`config.mk`:
```
export PLATFORM = sky130hd
export DESIGN_NAME = axi_stream_slave_flat
export DESIGN_NICKNAME = d
export VERILOG_FILES = /design/src/rtl/axi_stream_slave_if.sv /design/src/rtl/axi_stream_slave.sv /design/src/flat_wrapper.sv
export SDC_FILE = /design/constraint.sdc
export NUM_CORES = 1
export LEC_CHECK = 0
export BUFFER_PORTS_ARGS = -buffer_cell sky130_fd_sc_hd__buf_2
export CORE_MARGIN = 2
export CORE_UTILIZATION = 35
export CTS_CLUSTER_DIAMETER = 60
export DETAILED_ROUTE_END_ITERATION = 10
export HOLD_SLACK_MARGIN = 0.06
export PLACE_DENSITY = 0.66
export SLEW_MARGIN = 20
export SYNTH_ARGS = -nofsm -noshare
export SYNTH_HDL_FRONTEND = slang
export SYNTH_SLANG_ARGS = --single-unit
```
`constraint.sdc`:
```
create_clock -name clk -period 1.9 [get_ports clk]
set_input_delay 0.095 -clock clk [delete_from_list [all_inputs] [get_ports clk]]
set_output_delay 0.095 -clock clk [all_outputs]
set_load 0.01 [all_outputs]
```
`src/rtl/axi_stream_slave_if.sv`:
```
// +----------------------------------------------------------------------+
// | Module : axi_if                                                      |
// | Brief  : 8-bit AXI-Stream bundle with master/slave views             |
// | Rev    : 1.0                                                         |
// +----------------------------------------------------------------------+
`default_nettype none

interface axi_if;
  logic       tvalid;
  logic [7:0] tdata;
  logic       tlast;
  logic       tready;

  modport master (output tvalid, output tdata, output tlast, input tready);
  modport slave  (input tvalid, input tdata, input tlast, output tready);
endinterface

`default_nettype wire

```
`src/rtl/axi_stream_slave.sv`:
```
// +----------------------------------------------------------------------+
// | Module : axi_stream_slave                                            |
// | Brief  : ID-filtered AXI-Stream packet assembler with error counters |
// | Rev    : 1.0                                                         |
// +----------------------------------------------------------------------+
`default_nettype none

module axi_stream_slave #(
  parameter int         PCK_SIZE = 4,
  parameter logic [7:0] ID_VALID = 8'h7F
) (
  input  logic                    clk,
  input  logic                    rst,
  axi_if.slave                    axi,
  output logic [8*PCK_SIZE-1:0]   pkt_data,
  output logic                    pkt_valid,
  output logic                    len_err,
  output logic [15:0]             pkt_cnt,
  output logic [15:0]             drop_cnt
);

  localparam int                IDX_W      = (PCK_SIZE > 1) ? $clog2(PCK_SIZE) : 1;
  localparam logic [IDX_W-1:0]  c_LAST_IDX = IDX_W'(PCK_SIZE - 1);

  localparam logic [1:0] c_IDLE = 2'd0;
  localparam logic [1:0] c_RECV = 2'd1;
  localparam logic [1:0] c_DROP = 2'd2;

  logic [1:0]              r_state;
  logic [IDX_W-1:0]        r_idx;
  logic [8*PCK_SIZE-1:0]   r_buf;
  logic [8*PCK_SIZE-1:0]   r_pkt_data;
  logic                    r_tready;
  logic                    r_pkt_valid;
  logic                    r_len_err;
  logic [15:0]             r_pkt_cnt;
  logic [15:0]             r_drop_cnt;

  logic                    w_xfer;
  logic                    w_last_idx;
  logic [8*PCK_SIZE-1:0]   w_asm;

  assign w_xfer     = axi.tvalid & r_tready;
  assign w_last_idx = (r_idx == c_LAST_IDX);

  // Buffer with the current beat merged in, so the final byte is usable on its own edge
  always_comb begin
    w_asm = r_buf;
    for (int i = 0; i < PCK_SIZE; i++) begin
      if (r_idx == IDX_W'(i)) begin
        w_asm[8*(PCK_SIZE-1-i) +: 8] = axi.tdata;
      end
    end
  end

  always_ff @(posedge clk) begin
    if (rst) begin
      r_state     <= c_IDLE;
      r_idx       <= '0;
      r_buf       <= '0;
      r_pkt_data  <= '0;
      r_tready    <= 1'b0;
      r_pkt_valid <= 1'b0;
      r_len_err   <= 1'b0;
      r_pkt_cnt   <= '0;
      r_drop_cnt  <= '0;
    end else begin
      r_tready    <= 1'b1;
      r_pkt_valid <= 1'b0;
      r_len_err   <= 1'b0;
      if (w_xfer) begin
        case (r_state)
          c_IDLE: begin
            r_idx <= '0;
            if (axi.tlast) begin
              r_len_err <= 1'b1;
            end else if (axi.tdata == ID_VALID) begin
              r_state <= c_RECV;
            end else begin
              r_drop_cnt <= r_drop_cnt + 16'd1;
              r_state    <= c_DROP;
            end
          end
          c_RECV: begin
            r_buf <= w_asm;
            if (axi.tlast) begin
              r_state <= c_IDLE;
              r_idx   <= '0;
              if (w_last_idx) begin
                r_pkt_data  <= w_asm;
                r_pkt_valid <= 1'b1;
                r_pkt_cnt   <= r_pkt_cnt + 16'd1;
              end else begin
                r_len_err <= 1'b1;
              end
            end else if (w_last_idx) begin
              // Payload full but no tlast: flush the remainder of the packet
              r_len_err <= 1'b1;
              r_state   <= c_DROP;
              r_idx     <= '0;
            end else begin
              r_idx <= r_idx + IDX_W'(1);
            end
          end
          c_DROP: begin
            if (axi.tlast) begin
              r_state <= c_IDLE;
            end
          end
          default: begin
            r_state <= c_IDLE;
            r_idx   <= '0;
          end
        endcase
      end
    end
  end

  assign axi.tready = r_tready;
  assign pkt_data   = r_pkt_data;
  assign pkt_valid  = r_pkt_valid;
  assign len_err    = r_len_err;
  assign pkt_cnt    = r_pkt_cnt;
  assign drop_cnt   = r_drop_cnt;

endmodule

`default_nettype wire

```
`src/flat_wrapper.sv`:
```
// flat-port wrapper written by rule: the top's interface ports become plain ports
module axi_stream_slave_flat 
#(
  parameter int         PCK_SIZE = 4,
  parameter logic [7:0] ID_VALID = 8'h7F
)
  (clk, rst, pkt_data, pkt_valid, len_err, pkt_cnt, drop_cnt, axi_tvalid, axi_tdata, axi_tlast, axi_tready);
  axi_if axi_i ();
  input  logic clk;
  input  logic rst;
  output logic [8*PCK_SIZE-1:0] pkt_data;
  output logic pkt_valid;
  output logic len_err;
  output logic [15:0] pkt_cnt;
  output logic [15:0] drop_cnt;
  input wire logic [$bits(axi_i.tvalid)-1:0] axi_tvalid;
  input wire logic [$bits(axi_i.tdata)-1:0] axi_tdata;
  input wire logic [$bits(axi_i.tlast)-1:0] axi_tlast;
  output wire logic [$bits(axi_i.tready)-1:0] axi_tready;
  assign axi_i.tvalid = axi_tvalid;
  assign axi_i.tdata = axi_tdata;
  assign axi_i.tlast = axi_tlast;
  assign axi_tready = axi_i.tready;
  axi_stream_slave #(.PCK_SIZE(PCK_SIZE), .ID_VALID(ID_VALID)) u_core (.clk(clk), .rst(rst), .axi(axi_i), .pkt_data(pkt_data), .pkt_valid(pkt_valid), .len_err(len_err), .pkt_cnt(pkt_cnt), .drop_cnt(drop_cnt));
endmodule
```
==> summary.md, run 1 <==
| Metric | Value |
|---|---|
| Initial antenna violation count | 0 |
| Worst Setup Start Kind | flip-flop |
| Largest net degree at the start of global routing | 59 |
| Nets@finish | 596 |
| Ports | just under 80 |
| Total power | 3.973 mW |
| First-pass GRT wire length | 17.25 mm |
| DP HPWL | 7.322 mm |
| Compound-Gate Fraction of Synth Area | 0.1621 |
| Pwr Density | 756.3 mW/mm2 |
| Layout cells sized above 1 | 0.2491 |
| RSZ-0062 raised after global routing | true |
| Simple-gate area share of the yosys netlist | 0.2336 |
| Max Cap Viol | 0 |
| CP Capture Type | flip-flop |
| R2R Path Start | u_core.r_idx[0] |
| Largest family of logic cells by synthesized area | simple AND/OR/NAND/NOR gates |
| Setup WS post-layout | 0.08587 ns |
| Gate Count Post-Synth | a little under 500 |
| Distinct cells, synth | 44 |
| WHS Path Cells | 3 |
| Hold Slack | 0.07782 ns |
| Worst IR Drop VDD | 0.0004808 V |
| Vias in the first global route | 3590 |
| Core box area | 0.01156 mm2 |
| Worst path slowest cell | or4_4 |
| Max Root-Sink Buffers | 2 |
| FF+latch count, synth | 95 |
| Die area | 0.01284 mm2 |
| Post-synth top cells | 95 x dfxtp_1, 61 x nand2_1, 55 x a21oi_1 |
| Sequential fraction of the synthesis area | 0.4545 |
| Top-count cell post-synth | dfxtp_1 |
| CTS Buf Count | 9 |
| Top cell type's share of synthesized area | 0.4545 |
| Final Hold Viols | 0 |
| Die X | approximately 110 um |
| Initial Util | 0.3618 |
| Cell type with the largest total area after synthesis | dfxtp_1 |
| Final period util | 0.9548 |
| Final setup viols | 0 |
| Reg-to-Reg End | u_core.pkt_cnt[15] |
| Worst path bufs/invs | 0 |
| Area delta synth->final | 25.57% |
| DR vias | 3776 |
| CP cell instances | ha_1 -> nand2_1 -> or4_4 -> nor3_1 -> mux2_2 |
| Maximum fanout along the worst path | 5 |
| Worst endpoint required time | 2.13 ns |
| Mux contribution to synthesized area | 0.06250 |
| Hold_sp | axi_tdata[1] |
| Dominant cells by area after synthesis | dfxtp_1 45%, a21oi_1 6.6%, mux2i_1 6.0%, nand2_1 5.5%, a211oi_1 4.3% |
| Drt drc | 0 |
| Crit path from | u_core.r_idx[0] |
| Clock skew | 0.007832 ns |
| EDFF count, synth | 0 |
| # H-tree levels | 3 |
| R2r setup slk | 0.09 ns |
| Post-Syn Area | around 0.0042 mm2 |
| CTS root buf | clkbuf_16 |
| Clk slew on worst S/H paths | 0.07 ns |
| Cell Rows | 39 |
| Clk_lat worst skew | 0.34 ns |
| Post-synthesis async set-or-reset flop share | 0 |
| Synth warn | 0 |
| WL final | 10.37 mm |
| Tmin final | between 1.5 and 2 ns |
| Detail Route Antenna Nets | 0 |
| Gpl congestion | 0.7781 |
| Hold Path End | u_core.r_buf[9] |
| Leakage | 1.990 nW |
| Placed insts | 702 |
| CP top delay family | simple AND/OR/NAND/NOR gates |
| CTS tree | done |
| DP Worst Slack | 0.05110 ns |
| Hold Path Class | primary input to flip-flop |
| Reg2Reg Depth | 5 |
| WL/cell | 14.31 um |
| N_diodes | 0 |
| Max stage delay on crit path | 0.55 ns |
| Mean area per synthesized cell | approximately 8.5 um2 |
| First-pass DRT Iterations | 4 |
| Least-Margin Pin Slew | approximately 0.44 ns |
| Critical path class | flip-flop to flip-flop |
| Tot GR Track Use | 0.1653 |
| Layout Cells excl Fill | 725 |
| Initial DRC count | 129 |
| Adder-Cell Fraction of Synth Area | 0.01794 |
| Syn_nets | 509 |
| Fmax | between 0.5 and 0.6 GHz |
| Slew Limit Fails | 0 |
| Status | complete, no violations |
| DR vias/cell | 5.208 |
| TNS Setup | 0 ns |
| Synth Area in XOR/XNOR | 0.02093 |
| Max-slew headroom | 0.7056 |
| Main flop type after synthesis | dfxtp_1 |
| Total gr overflow | 0 |
| Die Ht | 113.3 um |
| CP arrival | just over 2 ns |
| Port bufs | 78 |
| Clock Sinks | 95 |
metrics by stage:
stage,utilization,cell area (um2)
6_report,0.4543,5254
5_1_grt,0.4543,5254
4_1_cts,0.4497,5201
3_5_place_dp,0.4214,4873
3_3_place_gp,0.4214,4873
2_1_floorplan,-,4184
worst register-to-register path: stages, from the launching register on:
cell and delay, ns:
dfxtp_1 0.34, ha_1 0.17, nand2_1 0.08, or4_4 0.55
nor3_1 0.21, mux2_2 0.35
where the power goes:
| group | switching, mW | total (mW) | internal [mW] |
|---|---|---|---|
| logic | 0.0995 | 0.155 | 0.0551 |
| clock network | 0.763 | 1.82 | 1.06 |
| registers | 0.00442 | 2.00 | 1.99 |
| total | 0.867 | 3.97 | 3.11 |
layer usage:
metal	up-vias	share of wire	wire, um	GRT usage
met5	-	0	0	0
met3	11	0.053	551	0.04660
met4	0	0.018	182	0.06585
met2	70	0.46	4814	0.2591
li1	1931	-	-	-
met1	1764	0.47	4824	0.2156
cells by family (layout without fill, tap and decap cells):
family                     after synthesis  in the layout
xor gates and xnor gates                10             10
muxes                                   26             26
and+or+nand+nor                        193            193
buffers and inverters                   51            142
adders and majority gates                6              6
AOI/OAI and AO/OA                      110            110
DFF                                     95             95
worst max-delay path by stage:
stage                     slack [ns]  cells past startpoint                  to
final                           0.09                      5  u_core.pkt_cnt[15]
after global routing          -0.006                      7  u_core.pkt_cnt[14]
after CTS                       0.02                      7  u_core.drop_cnt[1]
after detailed placement        0.05                      6    u_core.r_buf[15]
after global placement          0.11                      6    u_core.r_buf[14]
after floorplan                 0.01                      5  u_core.pkt_cnt[15]
cell usage in the layout (no fill, tap or decap), drive strengths merged, types with 2 or more instances in the layout:
cell type / count
buf: 116
dfxtp: 95
nand2: 61
a21oi: 55
nor2: 40
nand3: 35
mux2i: 25
a211oi: 24
o21ai: 14
clkbuf: 11
or4: 10
or3: 10
nand4: 9
inv: 9
o31ai: 8
xnor2: 6
ha: 6
nor4: 5
nor3: 5
xor2: 4
nand4b: 4
and4: 4
and2: 3
dlygate4sd3: 3
and4b: 2
and3: 2
final cells by class:
| class | instances | area [um2] |
|---|---|---|
| well taps | 143 | 178.9 |
| flip-flops and latches | 95 | 1902 |
| clock inverters | 4 | 55.05 |
| multi-input cells | 345 | 2102 |
| repair buffers | 119 | 743.2 |
| inverters | 8 | 30.03 |
| clock buffers | 11 | 242.7 |
| fillers | 1130 | 6311 |
flip-flops by register name, summed over array words and instances (netlist names):
signal,count
u_core.drop_cnt,16
u_core.r_idx,2
u_core.r_buf,24
u_core.pkt_valid,1
u_core.axi.tready,1
u_core.pkt_data,32
u_core.pkt_cnt,16
u_core.r_state,2
u_core.len_err,1
what timing repair did:
action	in CTS	in global routing
hold buffers	3	0
gates resized for setup	0	6
endpoints found under the setup margin	0	23
setup buffers	0	5
hold endpoints to repair	3	0
Power figures use the tool's default switching activity.
==> run 2: changes to the inputs <==
--- a/config.mk
+++ b/config.mk
@@ -5,13 +5,15 @@
 export SDC_FILE = /design/constraint.sdc
 export NUM_CORES = 1
 export LEC_CHECK = 0
+export ABC_AREA = 1
 export BUFFER_PORTS_ARGS = -buffer_cell sky130_fd_sc_hd__buf_2
 export CORE_MARGIN = 2
 export CORE_UTILIZATION = 35
 export CTS_CLUSTER_DIAMETER = 60
+export CTS_CLUSTER_SIZE = 40
 export DETAILED_ROUTE_END_ITERATION = 10
 export HOLD_SLACK_MARGIN = 0.06
-export PLACE_DENSITY = 0.66
+export PLACE_DENSITY = 0.65
 export SLEW_MARGIN = 20
 export SYNTH_ARGS = -nofsm -noshare
 export SYNTH_HDL_FRONTEND = slang
==> summary.md, run 2 <==
| Metric | Value |
|---|---|
| GRT met2 Usage | 0.2338 |
| RSZ-0062 raised after global routing | false |
| First-pass GRT wire length | 18.00 mm |
| Clk_lat worst skew | 0.36 ns |
| Fmax | 0.6310 GHz |
| Distinct cells, synth | 31 |
| DP HPWL | 7.377 mm |
| Leakage | 2.368 nW |
| Clk slew on worst S/H paths | 0.08 ns |
| Final setup viols | 0 |
| Main flop type after synthesis | dfxtp_1 |
| Area delta synth->final | 18.09% |
| Post-synth top cells | 158 x nand2_1, 103 x dfxtp_1, 101 x nor2_1 |
| Drt drc | 0 |
| Pwr Density | between 800 and 900 mW/mm2 |
| CP Capture Type | flip-flop |
| Layout cells sized above 1 | 0.1959 |
| Tmin final | 1.585 ns |
| Post-Syn Area | about 0.0047 mm2 |
| Max Root-Sink Buffers | 2 |
| # H-tree levels | 3 |
| Most frequent cells in the layout | 158 x nand2_1, 103 x dfxtp_1, 101 x nor2_1, 78 x buf_2 |
| Critical path class | flip-flop to flip-flop |
| Die Ht | 120.4 um |
| Vias in the first global route | 3729 |
| Gate Count Post-Synth | 657 |
| Syn_nets | 675 |
| Port bufs | 78 |
| Met3 Use GR | 0.03726 |
| Least-Margin Pin Slew | 0.4715 ns |
| Maximum fanout along the worst path | 17 |
| CTS tree | done |
| Worst Setup Start Kind | flip-flop |
| P_sw | 1.090 mW |
| Met1 GRT Util | 0.2128 |
| Post-CTS setup repair buffer count | 0 |
| Max Cap Viol | 0 |
| Cell Rows | 42 |
| Die area | 0.01451 mm2 |
| Total gr overflow | 0 |
| Internal power | 3.454 mW |
| Top cell type's share of synthesized area | 0.4345 |
| N_diodes | 0 |
| TNS Setup | 0 ns |
| Clk network pwr share | 0.460 |
| Switching share of total power | 0.2398 |
| Ports | 79 |
| CP arrival | 1.84 ns |
| Mean area per synthesized cell | 7.223 um2 |
| CTS Hold Bufs | 0 |
| DR vias/cell | 4.544 |
| Tot GR Track Use | 0.1537 |
| Core box area | 0.01324 mm2 |
| Final period util | 0.8341 |
| Synth warn | 0 |
| Quantity of gates resized following cts | 0 |
| Commonest non-fill, non-tap cell in the layout | nand2_1 |
| Gpl congestion | 0.8088 |
| Clock Sinks | 103 |
| Slew Limit Fails | 0 |
| WL/cell | 11.80 um |
| WL final | 10.69 mm |
| Final Hold Viols | 0 |
| Initial DRC count | 204 |
| Status | complete, no violations |
| FF+latch count, synth | ~100 |
| DR vias | 4117 |
| Max-slew headroom | 0.6857 |
| Dominant cells by area after synthesis | dfxtp_1 43%, nand2_1 12%, nor2_1 8.0%, a21oi_1 6.2%, o21ai_0 5.1% |
| Hold Path Class | primary input to flip-flop |
| CTS Buf Count | 9 |
| Clock skew | 0.009641 ns |
| GR peak layer | met2 |
| Flop pwr share | 0.482 |
| Worst IR Drop VDD | 0.0003923 V |
| Post-synthesis async set-or-reset flop share | 0 |
| Largest net degree at the start of global routing | 43 |
| Detail Route Antenna Nets | 0 |
| First-pass DRT Iterations | 4 |
| Fillers | 1430 |
| Hold Slack | approximately 0.16 ns |
| EDFF count, synth | 0 |
| Cell type with the largest total area after synthesis | dfxtp_1 |
| Comb pwr share | 0.058 |
| Initial Util | 0.3584 |
| Nets@finish | 743 |
| Initial antenna violation count | 0 |
| Worst endpoint required time | roughly 2.2 ns |
| CTS root buf | clkbuf_16 |
| Top-count cell post-synth | nand2_1 |
| Sequential fraction of the synthesis area | 0.4345 |
| Die X | 120.4 um |
## run 2: cell count changes after synthesis, sizes merged, moves of 13 or more
cell and change:
a211oi -24, clkbuf -21, inv +52, mux2 +13, mux2i -25, nand2 +106
nor2 +68, o21ai +50
## run 2: per-stage QoR
step	setup WS [ns]	instance area [um2]	std cells	util	power, mW
2_1_floorplan	0.4430	4746	657	-	2.427
3_3_place_gp	0.3280	5270	890	0.3980	2.504
3_5_place_dp	0.3043	5270	890	0.3980	2.504
4_1_cts	0.2988	5604	906	0.4232	4.587
5_1_grt	0.1112	5604	906	0.4232	4.727
6_report	0.3152	5604	906	0.4232	4.544
## run 2: power by group through the flow
| stage | clock [mW] | sequential (mW) | combinational, mW |
|---|---|---|---|
| global placement | 0 | 2.24 | 0.264 |
| global route | 2.24 | 2.19 | 0.298 |
| CTS | 2.13 | 2.19 | 0.264 |
| floorplan | 0 | 2.24 | 0.187 |
| detailed placement | 0 | 2.24 | 0.264 |
| finish | 2.09 | 2.19 | 0.263 |
## run 2: cells by family (layout without fill, tap and decap cells)
kind of cell    after synthesis  after routing  synth area share
flops                       103            103            0.4345
simple gates                306            306            0.2745
fa+ha+maj                     6              6           0.01582
compound gates              130            130            0.1424
xor+xnor                      7              7           0.01292
mux                          14             14           0.03322
buf+inv                      91            164           0.08674
## run 2: path summary, 6_finish.rpt
| path | cells after the start | startpoint | to | slack (ns) |
|---|---|---|---|---|
| worst max-delay path | 8 | u_core.r_idx[1] | u_core.pkt_cnt[9] | 0.32 |
| worst min-delay path | 3 | axi_tlast | u_core.len_err | 0.16 |
| worst max register to register | 8 | u_core.r_idx[1] | u_core.pkt_cnt[9] | 0.32 |
| worst min register to register | 2 | u_core.r_buf[8] | u_core.r_buf[8] | 0.45 |
## run 2: routing by layer
layer,share of wire,vias to the layer above
li1,-,2223
met1,0.52,1815
met3,0.041,8
met5,0,-
met2,0.43,71
met4,0.011,0
## run 2: critical path, stage by stage, from the launching register on
cell and delay, ns:
dfxtp_1 0.38, ha_1 0.21, nand2_2 0.11, inv_1 0.12
nand2_4 0.17, nor2_4 0.19, nand2_1 0.08, o21ai_0 0.15
nor2_1 0.05
## run 2: final cells by class
type / instances / area (um2) / area share
sequential: 103 / 2062 / 0.3679
multi-input combinational: 463 / 2272 / 0.4054
clock buffer: 9 / 225.2 / 0.04019
inverter: 60 / 225.2 / 0.04019
clock inverter: 7 / 108.9 / 0.01942
tap: 176 / 220.2 / 0.03929
timing repair buffer: 88 / 490.5 / 0.08752
